**config.mk**
```make
export PLATFORM = sky130hd
export DESIGN_NAME = dlfloat_mult_arbiter
export DESIGN_NICKNAME = d
export VERILOG_FILES = /design/src/rtl/dlfloat_pkg.sv /design/src/rtl/dlfloat_rr_arb.sv /design/src/rtl/dlfloat_mult_arbiter.sv
export SDC_FILE = /design/constraint.sdc
export NUM_CORES = 1
export LEC_CHECK = 0
export BUFFER_PORTS_ARGS = -buffer_cell sky130_fd_sc_hd__buf_4
export CELL_PAD_IN_SITES_DETAIL_PLACEMENT = 1
export CELL_PAD_IN_SITES_GLOBAL_PLACEMENT = 1
export CORE_ASPECT_RATIO = 1.2
export CORE_MARGIN = 10
export CORE_UTILIZATION = 37
export CTS_BUF_LIST = sky130_fd_sc_hd__clkbuf_4 sky130_fd_sc_hd__clkbuf_8
export DETAILED_ROUTE_END_ITERATION = 16
export GPL_TIMING_DRIVEN = 0
export PLACE_DENSITY_LB_ADDON = 0.15
export SYNTH_ARGS = -nofsm -noshare
export SYNTH_HDL_FRONTEND = slang
export SYNTH_SLANG_ARGS = --single-unit
```
**constraint.sdc**
```tcl
create_clock -name clk -period 3.04 [get_ports clk]
set_input_delay 0.304 -clock clk [delete_from_list [all_inputs] [get_ports clk]]
set_output_delay 0.304 -clock clk [all_outputs]
set_load 0.005 [all_outputs]
```
**src/rtl/dlfloat_pkg.sv**
```systemverilog
// ---------------------------------------------------------------------------
// dlfloat_pkg
// Shared definitions for the DLFloat multiplier slice.
//   - DLFloat16 layout: 1 sign, 6 exponent (bias 31), 9 mantissa bits.
//   - dlfloat_t : packed sign/exp/mant view of a 16-bit DLFloat word.
//   - mul_tag_t : requester tag that travels alongside a multiplier operation.
//   - Helpers for classifying operands (NaN, zero).
// No ports (package).
// ---------------------------------------------------------------------------
package dlfloat_pkg;

  localparam int DLF_W      = 16;
  localparam int DLF_EXP_W  = 6;
  localparam int DLF_MANT_W = 9;
  localparam int DLF_BIAS   = 31;

  // Tag ids are sized for the largest supported requester count (8).
  localparam int MAX_NREQ = 8;
  localparam int TAG_ID_W = $clog2(MAX_NREQ);

  typedef struct packed {
    logic                  sign;
    logic [DLF_EXP_W-1:0]  exp;
    logic [DLF_MANT_W-1:0] mant;
  } dlfloat_t;

  localparam logic [DLF_W-1:0] DLF_ZERO = 16'h0000;
  localparam logic [DLF_W-1:0] DLF_NAN  = 16'hFFFF;

  typedef struct packed {
    logic                valid;
    logic [TAG_ID_W-1:0] id;
  } mul_tag_t;

  // All-ones exponent and mantissa is the only NaN pattern; DLFloat has no infinities.
  function automatic logic dlfIsNan(input dlfloat_t x);
    return (x.exp == '1) && (x.mant == '1);
  endfunction

  // DLFloat has no subnormals, so a zero exponent means the value is zero.
  function automatic logic dlfIsZero(input dlfloat_t x);
    return (x.exp == '0);
  endfunction

endpackage

```
**src/rtl/dlfloat_rr_arb.sv**
```systemverilog
// ---------------------------------------------------------------------------
// dlfloat_rr_arb
// Combinational round-robin picker. The search begins one past the pointer
// and wraps; the first eligible requester wins. The pointer register lives in
// the parent so that it only advances on an actual grant.
// Ports:
//   elig_i      : per-requester eligibility
//   ptr_i       : index of the most recent winner
//   grant_o     : one-hot grant (all zero when nothing is eligible)
//   grantIdx_o  : binary index of the winner
//   anyGrant_o  : a winner exists this cycle
// ---------------------------------------------------------------------------
module dlfloat_rr_arb #(
  parameter int NREQ  = 4,
  parameter int IDX_W = $clog2(NREQ)
) (
  input  logic [NREQ-1:0]  elig_i,
  input  logic [IDX_W-1:0] ptr_i,
  output logic [NREQ-1:0]  grant_o,
  output logic [IDX_W-1:0] grantIdx_o,
  output logic             anyGrant_o
);

  int               candInt;
  logic [IDX_W-1:0] cand;

  // Walk the requesters in priority order starting after the last winner;
  // once a winner is found later candidates are ignored.
  always_comb begin
    grant_o    = '0;
    grantIdx_o = '0;
    anyGrant_o = 1'b0;
    candInt    = 0;
    cand       = '0;
    for (int off = 1; off <= NREQ; off++) begin
      candInt = (int'(ptr_i) + off) % NREQ;
      cand    = IDX_W'(candInt);
      if (!anyGrant_o && elig_i[cand]) begin
        grant_o[cand] = 1'b1;
        grantIdx_o    = cand;
        anyGrant_o    = 1'b1;
      end
    end
  end

endmodule

```
**src/rtl/dlfloat_mult_arbiter.sv**
```systemverilog
// ---------------------------------------------------------------------------
// dlfloat_mult_arbiter
// Shares one external DLFloat multiplier among NREQ requesters. One operand
// pair per cycle is granted round-robin and registered onto mul_a/mul_b; the
// requester id rides a tag pipe matched to the multiplier latency and steers
// the product into that requester's response register, which is held until
// the requester takes it.
// Ports:
//   clk, rst_n           : clock, asynchronous active-low reset
//   req_valid/req_ready  : operand handshake per requester (ready = grant)
//   req_a, req_b         : operands per requester
//   rsp_valid/rsp_ready  : result handshake per requester
//   rsp_c                : held result per requester
//   mul_a, mul_b         : registered operands to the multiplier
//   mul_c                : multiplier product
//   busy                 : any operation in flight or any result held
// ---------------------------------------------------------------------------
module dlfloat_mult_arbiter
  import dlfloat_pkg::*;
#(
  parameter int NREQ     = 4,
  parameter int MULT_LAT = 1
) (
  input  logic                        clk,
  input  logic                        rst_n,
  input  logic [NREQ-1:0]             req_valid,
  output logic [NREQ-1:0]             req_ready,
  input  logic [NREQ-1:0][DLF_W-1:0]  req_a,
  input  logic [NREQ-1:0][DLF_W-1:0]  req_b,
  output logic [NREQ-1:0]             rsp_valid,
  input  logic [NREQ-1:0]             rsp_ready,
  output logic [NREQ-1:0][DLF_W-1:0]  rsp_c,
  output logic [DLF_W-1:0]            mul_a,
  output logic [DLF_W-1:0]            mul_b,
  input  logic [DLF_W-1:0]            mul_c,
  output logic                        busy
);

  localparam int IDX_W  = $clog2(NREQ);
  localparam int STAGES = MULT_LAT + 1;

  logic [IDX_W-1:0]              ptr_q;
  logic [IDX_W-1:0]              ptr_d;
  logic [DLF_W-1:0]              mulA_q;
  logic [DLF_W-1:0]              mulA_d;
  logic [DLF_W-1:0]              mulB_q;
  logic [DLF_W-1:0]              mulB_d;
  mul_tag_t [STAGES-1:0]         tagPipe_q;
  mul_tag_t [STAGES-1:0]         tagPipe_d;
  logic [NREQ-1:0]               rspValid_q;
  logic [NREQ-1:0]               rspValid_d;
  logic [NREQ-1:0][DLF_W-1:0]    rspC_q;
  logic [NREQ-1:0][DLF_W-1:0]    rspC_d;

  logic [NREQ-1:0]               inFlight;
  logic [NREQ-1:0]               elig;
  logic [NREQ-1:0]               grant;
  logic [IDX_W-1:0]              grantIdx;
  logic                          anyGrant;
  logic [IDX_W-1:0]              capIdx;

  // Mark every requester that still has a tag somewhere in the pipe; together
  // with a held response this keeps each requester to one outstanding op.
  always_comb begin
    inFlight = '0;
    for (int s = 0; s < STAGES; s++) begin
      if (tagPipe_q[s].valid) begin
        inFlight[IDX_W'(tagPipe_q[s].id)] = 1'b1;
      end
    end
  end

  assign elig = req_valid & ~(inFlight | rspValid_q);

  dlfloat_rr_arb #(
    .NREQ  (NREQ),
    .IDX_W (IDX_W)
  ) uArb (
    .elig_i     (elig),
    .ptr_i      (ptr_q),
    .grant_o    (grant),
    .grantIdx_o (grantIdx),
    .anyGrant_o (anyGrant)
  );

  // Ready is suppressed while reset is asserted so no requester sees a
  // handshake that the held-in-reset registers would never act on.
  assign req_ready = grant & {NREQ{rst_n}};

  // Issue: the winner's operands go to the multiplier and its id enters the
  // tag pipe; idle cycles push zeros and an invalid tag. The tag pipe shifts
  // every cycle so its last stage lines up with the product on mul_c.
  always_comb begin
    ptr_d        = ptr_q;
    mulA_d       = '0;
    mulB_d       = '0;
    tagPipe_d    = '0;
    if (anyGrant) begin
      ptr_d              = grantIdx;
      mulA_d             = req_a[grantIdx];
      mulB_d             = req_b[grantIdx];
      tagPipe_d[0].valid = 1'b1;
      tagPipe_d[0].id    = TAG_ID_W'(grantIdx);
    end
    for (int s = 1; s < STAGES; s++) begin
      tagPipe_d[s] = tagPipe_q[s-1];
    end
  end

  assign capIdx = IDX_W'(tagPipe_q[STAGES-1].id);

  // Response slots: a consumed result clears, and a product arriving with a
  // valid tag is written into the tagged slot. Both never hit the same slot in
  // one cycle because a held or in-flight slot cannot be regranted.
  always_comb begin
    rspValid_d = rspValid_q & ~rsp_ready;
    rspC_d     = rspC_q;
    if (tagPipe_q[STAGES-1].valid) begin
      rspValid_d[capIdx] = 1'b1;
      rspC_d[capIdx]     = mul_c;
    end
  end

  // State registers. Reset discards in-flight tags so a product already in
  // the multiplier can never surface as a stale response, and parks the
  // pointer on the last index so requester 0 is searched first.
  always_ff @(posedge clk or negedge rst_n) begin
    if (!rst_n) begin
      ptr_q      <= IDX_W'(NREQ - 1);
      mulA_q     <= '0;
      mulB_q     <= '0;
      tagPipe_q  <= '0;
      rspValid_q <= '0;
      rspC_q     <= '0;
    end else begin
      ptr_q      <= ptr_d;
      mulA_q     <= mulA_d;
      mulB_q     <= mulB_d;
      tagPipe_q  <= tagPipe_d;
      rspValid_q <= rspValid_d;
      rspC_q     <= rspC_d;
    end
  end

  assign mul_a     = mulA_q;
  assign mul_b     = mulB_q;
  assign rsp_valid = rspValid_q;
  assign rsp_c     = rspC_q;
  assign busy      = (|inFlight) | (|rspValid_q);

endmodule

```
---- Yosys cells after proc, flatten, opt, wreduce, memory -nomap -nowiden ----
Cells that the tools add are included.
W data, S select, Z words.
operators by class
  add/sub/neg operators ................... 4
  $lt $le $gt $ge ......................... 13
  multiplexer cells ....................... 45
  bitwise gates (word level) .............. 12
  reduce and logical (&&, ||, !) cells .... 14
operators with widths
  operator               count
  $mux W16               5
  $bmux W16 S2           2
  $bwmux W64             1
  $demux W16 S2          1
  $mux W4                8
  $or A4 B4 Y4           6
  $lt A2 B3 Y1 const B   7
  $mux W1                14
  $and A4 B4 Y4          3
  $demux W1 S2           6
  $ge A2 B1 Y1 const B   6
  $logic_and A1 B1 Y1    9
  $bmux W1 S2            4
  $mux W2                4
  $not A4 Y4             2
  $reduce_or A4 Y1       2
  $add A2 B1 Y2 const B  2
  $add A2 B2 Y2 const B  2
  $logic_not A1 Y1       3
  $or A1 B1 Y1           1
storage, ports and cells
  bits in registers ....................... 108
  input port bits ......................... 154
  output and inout bits ................... 105
  logic and storage cells ................. 100

---- Depth between registers and ports, before layout ----
Gate-level depths: netlist of the first run.
  word-level depth ........................ 25
  gate-level depth with buffers ........... 11
  mapped depth without buffers ............ 8

---- Hierarchy ----
From an unflattened synthesis of the first run, not the netlist that was laid out.
second synthesis, totals
  cell total of the unflattened synthesis .. 406
  area total of the unflattened synthesis .. 5,231.3 sq um
by module, submodules not included
  module                instances  cells an instance  area an instance (sq um)  sequential area each (sq um)
  dlfloat_mult_arbiter  1          320                4,601.9                   2,705.1
  dlfloat_rr_arb        1          86                 629.4                     0.0

---- Worst setup path after synthesis of the first run ----
OpenSTA, ideal clock, no wires.
  kind .................................... reg-to-reg
  start ................................... register ptr_q[0]
  end ..................................... register mulA_q[10], in the netlist mul_a[10]
  setup time .............................. 0.142 ns
  arrival time ............................ 2.640 ns
  required time ........................... 2.898 ns
  path slack .............................. 0.258 ns
  stages on the path, launching flop included .. 11
  path buffers ............................ 3
  clock period less this slack ............ 2.782 ns
  path through ............................ dfstp_2 -> buf_2 -> inv_2 -> ha_1 -> mux4_2 -> buf_2 -> o22ai_4 -> xnor2_2 -> buf_4 -> mux2i_1 -> o221ai_1
on the way
  word-level cells in the longest chain between the ends .. 16
  elaborated cells between the ends (all ways) .. 29
  classes of those cells .................. 4 x add/sub; 19 x mux; 6 x reduce/logical
RTL lines
  element                         line                         RTL
  start, declared                 dlfloat_mult_arbiter.sv:42   logic [IDX_W-1:0] ptr_q;
  start signal, assigned          dlfloat_mult_arbiter.sv:129  ptr_q <= IDX_W'(NREQ - 1);
  start signal, assigned          dlfloat_mult_arbiter.sv:136  ptr_q <= ptr_d;
  $add A2 B1 Y2                   dlfloat_rr_arb.sv:36         candInt = (int'(ptr_i) + off) % NREQ;
  $bmux W1 S2                     dlfloat_rr_arb.sv:38         if (!anyGrant_o && elig_i[cand]) begin
  $mux W1 (not written as such)   dlfloat_rr_arb.sv:38
  $mux W1                         dlfloat_rr_arb.sv:38
  $logic_not A1 Y1                dlfloat_rr_arb.sv:38
  $logic_and A1 B1 Y1             dlfloat_rr_arb.sv:38
  $mux W1                         dlfloat_rr_arb.sv:38
  $logic_not A1 Y1                dlfloat_rr_arb.sv:38
  $logic_and A1 B1 Y1             dlfloat_rr_arb.sv:38
  $mux W1                         dlfloat_rr_arb.sv:38
  $logic_not A1 Y1                dlfloat_rr_arb.sv:38
  $logic_and A1 B1 Y1             dlfloat_rr_arb.sv:38
  $mux W2                         dlfloat_rr_arb.sv:38
  $bmux W16 S2                    dlfloat_mult_arbiter.sv:100  mulA_d = req_a[grantIdx];
  $mux W16 (not written as such)  dlfloat_mult_arbiter.sv:100
  $mux W16 (*)                    dlfloat_mult_arbiter.sv:98   if (anyGrant) begin
  net mulA_d[10]                  dlfloat_mult_arbiter.sv:45   logic [DLF_W-1:0] mulA_d;
  end signal, assigned            dlfloat_mult_arbiter.sv:137  mulA_q <= mulA_d;
  end, declared                   dlfloat_mult_arbiter.sv:44   logic [DLF_W-1:0] mulA_q;
The timed path passes the listed nets; every way through them passes the cells marked *. The select of a mux whose other input is x is not followed.
A chain may end at the register's enable or synchronous reset.

---- Final worst setup path of the first run ----
  start ................................... register tagPipe_q[7] (netlist bit)
  end ..................................... output port req_ready[1]
on the way
  word-level cells in the longest chain between the ends .. 17
  elaborated cells between the ends (all ways) .. 29
  classes of those cells .................. 16 x mux; 7 x bitwise; 6 x reduce/logical
RTL lines
  element                        line                         RTL
  start, declared                dlfloat_mult_arbiter.sv:48   mul_tag_t [STAGES-1:0] tagPipe_q;
  start signal, assigned         dlfloat_mult_arbiter.sv:139  tagPipe_q <= tagPipe_d;
  $mux W4 (*)                    dlfloat_mult_arbiter.sv:67   if (tagPipe_q[s].valid) begin
  $or A4 B4 Y4 (*)               dlfloat_mult_arbiter.sv:73   assign elig = req_valid & ~(inFlight | rspValid_q);
  $not A4 Y4 (*)                 dlfloat_mult_arbiter.sv:73
  $and A4 B4 Y4 (*)              dlfloat_mult_arbiter.sv:73
  $bmux W1 S2                    dlfloat_rr_arb.sv:38
  $mux W1 (not written as such)  dlfloat_rr_arb.sv:38
  $mux W1                        dlfloat_rr_arb.sv:38
  $logic_not A1 Y1               dlfloat_rr_arb.sv:38
  $logic_and A1 B1 Y1            dlfloat_rr_arb.sv:38
  $mux W1                        dlfloat_rr_arb.sv:38
  $logic_not A1 Y1               dlfloat_rr_arb.sv:38
  $logic_and A1 B1 Y1            dlfloat_rr_arb.sv:38
  $mux W1                        dlfloat_rr_arb.sv:38
  $logic_not A1 Y1               dlfloat_rr_arb.sv:38
  $logic_and A1 B1 Y1            dlfloat_rr_arb.sv:38
  $mux W4 (*)                    dlfloat_rr_arb.sv:38
  $and A4 B4 Y4 (*)              dlfloat_mult_arbiter.sv:88   assign req_ready = grant & {NREQ{rst_n}};
  end, declared                  dlfloat_mult_arbiter.sv:27   output logic [NREQ-1:0] req_ready,
Every way passes the cells marked *; elsewhere a longest branch is shown, timed or not. The select of a mux whose other input is x is not followed.

==> impl_results.md, run 1 <==
* F_max at 330 MHz
* Int Pwr at 6.63 mW
* Slew HR at 52.2%
* Run status: finished, final reports clean
* Crit Path Class: register to output port
* Pwr dens at 1340 mW/mm²
* Worst setup SP type: register
* Post-synthesis register bit count at 108
* Worst-Skew Late Latency at 0.37 ns
* Post-Syn Instances at 449
* Layout cells sized above 1 at 58.0%
* Die Wd at 133 µm
* Flop pwr share at 23.3%
* Total GRT Usage at 18.8%
* Mapped cell area at 0.00564 mm²
* Reg2reg path depth at 9
* CTS buffer count at 9
* Global placement routability congestion at 0.812
* H-tree Lvls at 3
* Crit Path Max Fanout at 5
* Critical path capture point type: output port
* Area contributors post-synth: dfrtp_1 47%, mux2_2 19%, mux2i_1 12%, o221ai_1 5.6%, nand2_1 2.5%
* Switch share at 41.1%
* Max clock buf depth at 2
* Root buffer selected by CTS: clkbuf_8
* Placed Area at 0.00784 mm²
* Slew @ Worst Pin at 0.716 ns
* Syn Area/Cell at 12.6 µm²
* Clock sinks at 108
* 1st-iter DRT viols at 180
* Synth area leader: dfrtp_1
* Final-report max-slew violation count at 0
* Initial antenna violation count at 0
* Syn_nets at 611
* Router iterations before antenna repair at 4
* Largest net degree at the start of global routing at 113
* Overflow after GRT at 0
* Routed vias/inst at 5.15
* Clock slew at reported path FFs at 0.11 ns
* CTS tree: done
* Pleak at 4.01 nW
* ANT nets after route at 0
* Final Hold Viols at 0
* Final Power at 11.3 mW
* CP Data Arrival Time at 2.73 ns
* Yosys warning total at 0
* Area Growth Syn to Fin at 48.5%
* First-pass GRT wire length at 30900 µm
* Die area at 0.0206 mm²
* Port bufs at 258
* Clock share of power at 8.2%
* Height of the die at 155 µm
* Combinational share of power at 68.4%
* Final Instance Area at 0.00838 mm²
* NetSw at 4.63 mW
* Setup Skew at 0.0131 ns
* Worst Hold Depth at 2
* Drc violations at 0
* Cell Rows at 49
* Final net count at 893
* Initial Util at 37.7%
* Via count at 4844
* Io pins at 259
* Wire length per cell at 21.6 µm
* Inserted Diodes at 0
* Distinct cell type count of the synthesized netlist at 36
* Worst VDD drop at 0.700 mV
* Final min period at 3.03 ns
* Vias in the first global route at 5497
* Hpwl dp at 15900 µm
* Maxcap violations at 0
* Setup Viol. Count Final at 0
* Core area at 0.0150 mm²
* Yosys top cell area share at 47.0%
* Unrepaired setup endpoints after global routing: true
* Final TNS setup at 0 ns
* Post-synthesis sequential area ratio at 47.9%
* CP required at 2.74 ns
* Total Wirelength at 20300 µm
* Worst min-delay path class: primary input to register
* Period utilization at 99.7%
## cell families after synthesis
kind of cell    count (synthesis)  synth area share (%)
buf+inv                        42                  3.24
mux                           169                  33.0
fa+ha+maj                       8                  1.77
simple gates                   68                  6.03
xor+xnor                        1                 0.288
compound gates                 53                  7.74
flops                         108                  47.9
## per-stage QoR
stage / cells / util, % / hold WS, ns / setup slack, ns
floorplan: 449 / - / 0.00841 / 0.258
global placement: 911 / 52.4 / 0.431 / -0.282
detailed placement: 911 / 52.4 / 0.449 / -0.386
CTS: 932 / 54.6 / 0.0768 / -0.0144
global route: 940 / 56.0 / 0.0769 / -0.141
finish: 940 / 56.0 / 0.0955 / 0.00950
## registers in the layout, indices dropped and copies added, names as in the netlist
| name | cells |
|---|---|
| ptr_q | 2 |
| tagPipe_d | 3 |
| tagPipe_q | 1 |
| mul_a | 16 |
| capIdx | 2 |
| rsp_valid | 4 |
| rsp_c | 64 |
| mul_b | 16 |
## cells in the final DEF, fill, tap and decap left out, types with 3 or more instances in the layout
cell / n
ha_1: 8
inv_8: 5
o21ai_0: 4
clkbuf_8: 9
and2_1: 4
buf_4: 271
a22oi_1: 4
nand4_1: 3
nand2_1: 38
clkbuf_1: 9
o221ai_1: 35
dfrtp_1: 106
a21o_1: 3
clkbuf_4: 4
mux2i_4: 3
mux2i_1: 62
clkbuf_2: 3
mux4_2: 4
nand3b_1: 4
buf_6: 4
inv_1: 12
mux2i_2: 4
mux2_2: 96
## power groups by stage
stage          registers, mW  logic (mW)  clock network (mW)
2_1_floorplan           2.65        4.38                   0
6_report                2.63        7.71               0.925
4_1_cts                 2.63        7.34               0.950
3_3_place_gp            2.64        6.78                   0
5_1_grt                 2.72        8.32                1.02
3_5_place_dp            2.67        7.02                   0
## layout make-up
| class | instances | area, µm² |
|---|---|---|
| buffer | 29 | 205 |
| clock buffer | 9 | 124 |
| clock inverter | 7 | 80.1 |
| fill | 1640 | 6580 |
| inverter | 13 | 51.3 |
| multi-input combinational | 299 | 2890 |
| sequential | 108 | 2710 |
| tap | 204 | 255 |
| timing repair buffer | 271 | 2070 |
## Yosys cell counts (all sizes together)
master and number:
a21o 3, nor2 3, a31oi 1, nor4 1, dfstp 2, clkbuf 13
and3 1, ha 8, inv 13, o221ai 36, mux2 96, nor3b 4
nand3 3, nand3b 4, nor4b 1, a22oi 4, xnor2 1, or4b 1
a211oi 1, mux2i 69, or3 1, and4 2, nand4 3, dfrtp 106
a21oi 2, nand2 38, or2 1, o22ai 1, and2 4, buf 16
o21ai 5, mux4 4, nand2b 1
## path summary, 6_finish.rpt
path	start	slack, ns	end
min in group asynchronous	rst_n	0.27	rsp_c[18]
min reg2reg	tagPipe_d[4]	0.47	capIdx[0]
max	tagPipe_q[7]	0.01	req_ready[1]
max reg2reg	tagPipe_q[7]	0.09	mul_b[12]
max in group asynchronous	rst_n	2.04	ptr_q[1]
min	rsp_ready[1]	0.1	rsp_valid[1]
## metal layers
layer	vias up	GRT usage [%]	routed length, µm
met1	2407	20.6	7870
met2	185	33.2	10500
met3	18	7.02	1580
met4	0	5.30	329
li1	2234	-	-
met5	-	0	0
## critical path, stage by stage (launching register included)
cell and delay (ns):
dfrtp_1 0.43, nor3b_4 0.17, or4b_4 0.57, mux4_2 0.51, nor2_4 0.14, a22oi_1 0.09
o221ai_1 0.19, and2_1 0.15, buf_4 0.11
## repair_timing
| action | in CTS | in global routing |
|---|---|---|
| hold endpoints to repair | 0 | 6 |
| hold buffers | 0 | 1 |
| pin swaps | 2 | 4 |
| buffers inserted | 5 | 6 |
| resized for setup | 22 | 33 |
| endpoints found under the setup margin | 36 | 35 |
Power figures use the tool's default switching activity.
==> run 2, diff against run 1 <==
CORE_UTILIZATION = 33   (was 37)
HOLD_SLACK_MARGIN = 0.15   (was default)
MAX_ROUTING_LAYER = met4   (was default)
clock period = 2.59 ns   (was 3.04 ns; I/O delays follow)
==> impl_results.md, run 2 (synthesis results as in run 1) <==
* Initial Util at 33.5%
* Global placement routability congestion at 0.772
* Worst setup SP type: register
* Io pins at 259
* Slew HR at 53.2%
* Final-report max-slew violation count at 0
* Crit Path Max Fanout at 5
* Commonest non-fill, non-tap cell in the layout: buf_4
* CP required at 2.82 ns
* Setup Skew at 0.0224 ns
* Worst-Skew Late Latency at 0.39 ns
* Inserted Diodes at 0
* Final min period at 3.05 ns
* Total Wirelength at 21500 µm
* Run status: finished, violations left
* H-tree Lvls at 3
* Port bufs at 258
* Routed vias/inst at 5.09
* Post-route insts no fill at 985
* Period utilization at 118%
* Drc violations at 0
* Clock sinks at 108
* Worst min-delay path class: primary input to register
* Wire length per cell at 21.9 µm
* Setup Viol. Count Final at 36
* Final Worst Setup Slack at -0.456 ns
* Unrepaired setup endpoints after global routing: true
* Overflow after GRT at 0
* Area Growth Syn to Fin at 62.3%
* Critical path capture point type: register
* Vias in the first global route at 5739
* CP max-delay cell: or4b_4
* Most used cell, CP: buf_12
* Initial antenna violation count at 0
* Failing checks: setup timing
* Core area at 0.0169 mm²
* Crit path largest cell delay at 0.52 ns
* Clock slew at reported path FFs at 0.12 ns
* 1st-iter DRT viols at 184
* CTS tree: done
* Final TNS setup at -11.45 ns
* Final Hold Viols at 0
* Die area at 0.0228 mm²
* Hpwl dp at 15800 µm
* Cell Chain, Critical Path: nor3b_4, or4b_4, mux4_2, o22ai_4, buf_12, xnor2_4, buf_6, buf_12, mux2i_1, o221ai_1
* Final core occ at 54.4%
* Pwr dens at 1690 mW/mm²
* Crit Path Class: register to register
* ANT nets after route at 0
* Layout cells sized above 1 at 63.8%
* Max clock buf depth at 2
* CP delay by family, top: multiplexers
* DR WL met3 at 1450 µm
* Height of the die at 163 µm
* F_max at 328 MHz
* Wire length on met1 at 8630 µm
* Buf/Inv on CP at 3
* Top Metal Used: met4
* Worst VDD drop at 0.815 mV
* Pleak at 4.30 nW
* Slew @ Worst Pin at 0.703 ns
* Met2 Wirelength at 11200 µm
* Cell Rows at 52
* Max FFs per register at 64
* Router iterations before antenna repair at 4
* CP Data Arrival Time at 3.28 ns
* Commonest cells after routing, fill and taps aside: 274 x buf_4, 103 x dfrtp_1, 84 x mux2_2
* Total GRT Usage at 18.1%
* Placed insts at 924
* Root buffer selected by CTS: clkbuf_8
* Die Wd at 139 µm
* Via count at 5009
* Final net count at 926
* CTS buffer count at 9
* Maxcap violations at 0
* Largest net degree at the start of global routing at 83
* Final Power at 15.5 mW
* Hold slack at 0.158 ns
* First-pass GRT wire length at 32000 µm
==> run 2: area by class of cell <==
type                    instances  area (µm²)
plain buffers                  27         274
clock buffers                  10         138
clock inverters                 6        62.6
fillers                      1766        7690
inverters                      13        51.3
multi-input cells             299        3170
flip-flops and latches        108        2710
well taps                     216         270
repair buffers                306        2490
==> run 2: through the flow <==
| stage | cell area, µm² | setup WS, ns |
|---|---|---|
| 5_1_grt | 9160 | -0.542 |
| 2_1_floorplan | 5710 | -0.121 |
| 4_1_cts | 8680 | -0.434 |
| 3_5_place_dp | 7950 | -0.817 |
| 3_3_place_gp | 7920 | -0.700 |
| 6_report | 9160 | -0.456 |
==> run 2: what timing repair did <==
action,CTS,global route
gates resized for setup,39,105
pin swaps,10,8
cloned,2,2
buffers inserted,10,13
endpoints found under the hold margin,106,0
hold buffers,22,0
setup endpoints to repair,38,38
==> run 2: report_power, final <==
| group | switching, mW | internal, mW |
|---|---|---|
| combinational | 4.96 | 6.32 |
| sequential | 0.501 | 2.63 |
| clock | 0.654 | 0.404 |
| total | 6.12 | 9.35 |
==> run 2: final timing paths <==
| kind | startpoint | endpoint | slack (ns) | cells after the start |
|---|---|---|---|---|
| max in group asynchronous | rst_n | ptr_q[1] | 1.55 | 3 |
| max | tagPipe_q[7] | mul_b[1] | -0.46 | 10 |
| min | req_b[5] | mul_b[5] | 0.16 | 3 |
| max reg2reg | tagPipe_q[7] | mul_b[1] | -0.46 | 10 |
| min reg2reg | rsp_c[24] | rsp_c[24] | 0.52 | 1 |
| min in group asynchronous | rst_n | rsp_c[21] | 0.31 | 2 |
==> run 2: metal layers <==
layer / up-vias / track usage (%)
met1: 2497 / 20.0
met3: 20 / 5.52
li1: 2305 / -
met4: 0 / 5.08
met5: - / -
met2: 187 / 31.0
==> run 2: worst reg2reg max path, delay by kind of cell (launching register included) <==
family,cells,cell delay [ns]
mux,2,0.77
simple gates,2,0.69
buf+inv,3,0.46
flops,1,0.45
compound gates,2,0.34
xor+xnor,1,0.18
==> run 3, diff against run 2 <==
REMOVE_ABC_BUFFERS = 1   (was default)
==> impl_results.md, run 3 (synthesis results as in run 1) <==
* Final Hold Viols at 0
* Die Wd at 139 µm
* Clock sinks at 108
* Wire length per cell at 24.0 µm
* Worst min-delay path class: primary input to register
* Run status: finished, violations left
* Commonest non-fill, non-tap cell in the layout: buf_4
* Total Wirelength at 23500 µm
* FF-to-FF End: mul_a[11]
* DP Worst Slack at -2.43 ns
* Final TNS setup at -13.95 ns
* Final net count at 918
* CP Data Arrival Time at 3.31 ns
* Cell Rows at 52
* Inserted Diodes at 0
* Crit Path Class: register to register
* Global placement routability congestion at 0.802
* Port bufs at 258
* Slew @ Worst Pin at 0.940 ns
* Setup crit end: mul_a[11]
* Vias in the first global route at 5896
* Core area at 0.0169 mm²
* Slew HR at 37.2%
* Crit Path Max Fanout at 6
* Most used cell, CP: buf_4
* Drc violations at 0
* Hpwl dp at 15800 µm
* Unrepaired setup endpoints after global routing: true
* CTS tree: done
* Pleak at 4.23 nW
* First-pass GRT wire length at 34700 µm
* Layout cells sized above 1 at 61.5%
* Worst VDD drop at 1.16 mV
* Area Growth Syn to Fin at 61.3%
* F_max at 329 MHz
* Initial Util at 33.5%
* Storage cell area at 0.00271 mm²
* Initial antenna violation count at 0
* Pwr dens at 1750 mW/mm²
* Final Power at 15.9 mW
* Failing checks: setup timing
* Area of the multi-input gates at 0.00311 mm²
* H-tree Lvls at 3
* Via count at 5023
* Period utilization at 118%
* Reg2reg path depth at 11
* FILL cells at 1727
* Total GRT Usage at 20.2%
* Final min period at 3.04 ns
* ANT nets after route at 0
* Die area at 0.0228 mm²
* Root buffer selected by CTS: clkbuf_8
* Crit path largest cell delay at 0.57 ns
* Largest net degree at the start of global routing at 113
* Worst-Skew Late Latency at 0.39 ns
* Max clock buf depth at 2
* Overflow after GRT at 0
* Final-report max-slew violation count at 0
* Height of the die at 163 µm
* Final Worst Setup Slack at -0.454 ns
* RR Startpoint: tagPipe_q[7]
* 1st-iter DRT viols at 214
* Worst R2R Setup Slack at -0.45 ns
* Routed vias/inst at 5.14
* Io pins at 259
* Max FFs per register at 64
* Critical path capture point type: register
* Hold slack at 0.182 ns
* Final core occ at 54.0%
* Commonest cells after routing, fill and taps aside: 277 x buf_4, 103 x dfrtp_1, 96 x mux2_2
* CP startpoint: tagPipe_q[7]
* Router iterations before antenna repair at 4
* CP required at 2.85 ns
* Setup Skew at 0.0185 ns
* Setup Viol. Count Final at 37
* Worst setup SP type: register
* Maxcap violations at 0
* CP max-delay cell: or4b_4
* Clock slew at reported path FFs at 0.12 ns
* Cell Chain, Critical Path: nor3b_4, or4b_4, mux4_2, o22ai_4, buf_4, buf_6, buf_4, nand2b_4, buf_12, mux2i_1, o221ai_2
* CTS buffer count at 9
==> run 3: worst max-delay path, delay by kind of cell, from the launching register on <==
family,cells,cell delay (ns)
muxes,2,0.74
AOI/OAI and AO/OA,2,0.31
and+or+nand+nor,3,0.87
buffers and inverters,4,0.56
DFF,1,0.43
==> run 3: stage by stage <==
| stage | cells | area [µm²] |
|---|---|---|
| after floorplan | 420 | 5510 |
| after global placement | 894 | 7720 |
| after detailed placement | 898 | 7830 |
| after CTS | 971 | 8870 |
| after global routing | 977 | 9100 |
| final | 977 | 9100 |
==> run 3: worst min-delay path by stage <==
stage                 start         to  slack, ns  cells after the start
2_1_floorplan         rst_n  capIdx[0]      -0.04                      0
3_3_place_gp   tagPipe_d[4]  capIdx[0]       0.43                      0
3_5_place_dp   tagPipe_d[5]  capIdx[1]       0.44                      0
4_1_cts           req_b[27]  mul_b[11]       0.16                      3
5_1_grt           req_b[24]   mul_b[8]       0.18                      3
6_report          req_b[27]  mul_b[11]       0.18                      3
==> run 3: repair_timing <==
item                                    in CTS  in global routing
pin swaps                                   13                 10
hold buffers                                20                  1
endpoints found under the hold margin       68                106
resized for setup                           49                 26
endpoints found under the setup margin      42                 38
setup buffers                               29                  2
cloned                                       8                  2
==> run 3: cell type report <==
type                       instances  share of cell area (%)
sequential                       108                    29.8
inverter                          13                   0.536
clock inverter                     6                   0.866
timing repair buffer             321                    30.2
multi-input combinational        303                    34.1
clock buffer                      10                    1.51
tap                              216                    2.97
==> run 3: metal layers <==
layer	up-vias	GRT usage (%)	wire length (µm)
li1	2297	-	-
met1	2488	21.5	9240
met2	212	34.2	11800
met3	26	7.61	2000
met4	0	6.13	393
met5	-	-	0
==> run 3: power breakdown <==
part / internal, mW / switching (mW)
clock: 0.494 / 0.640
combinational: 6.38 / 5.28
sequential: 2.63 / 0.510
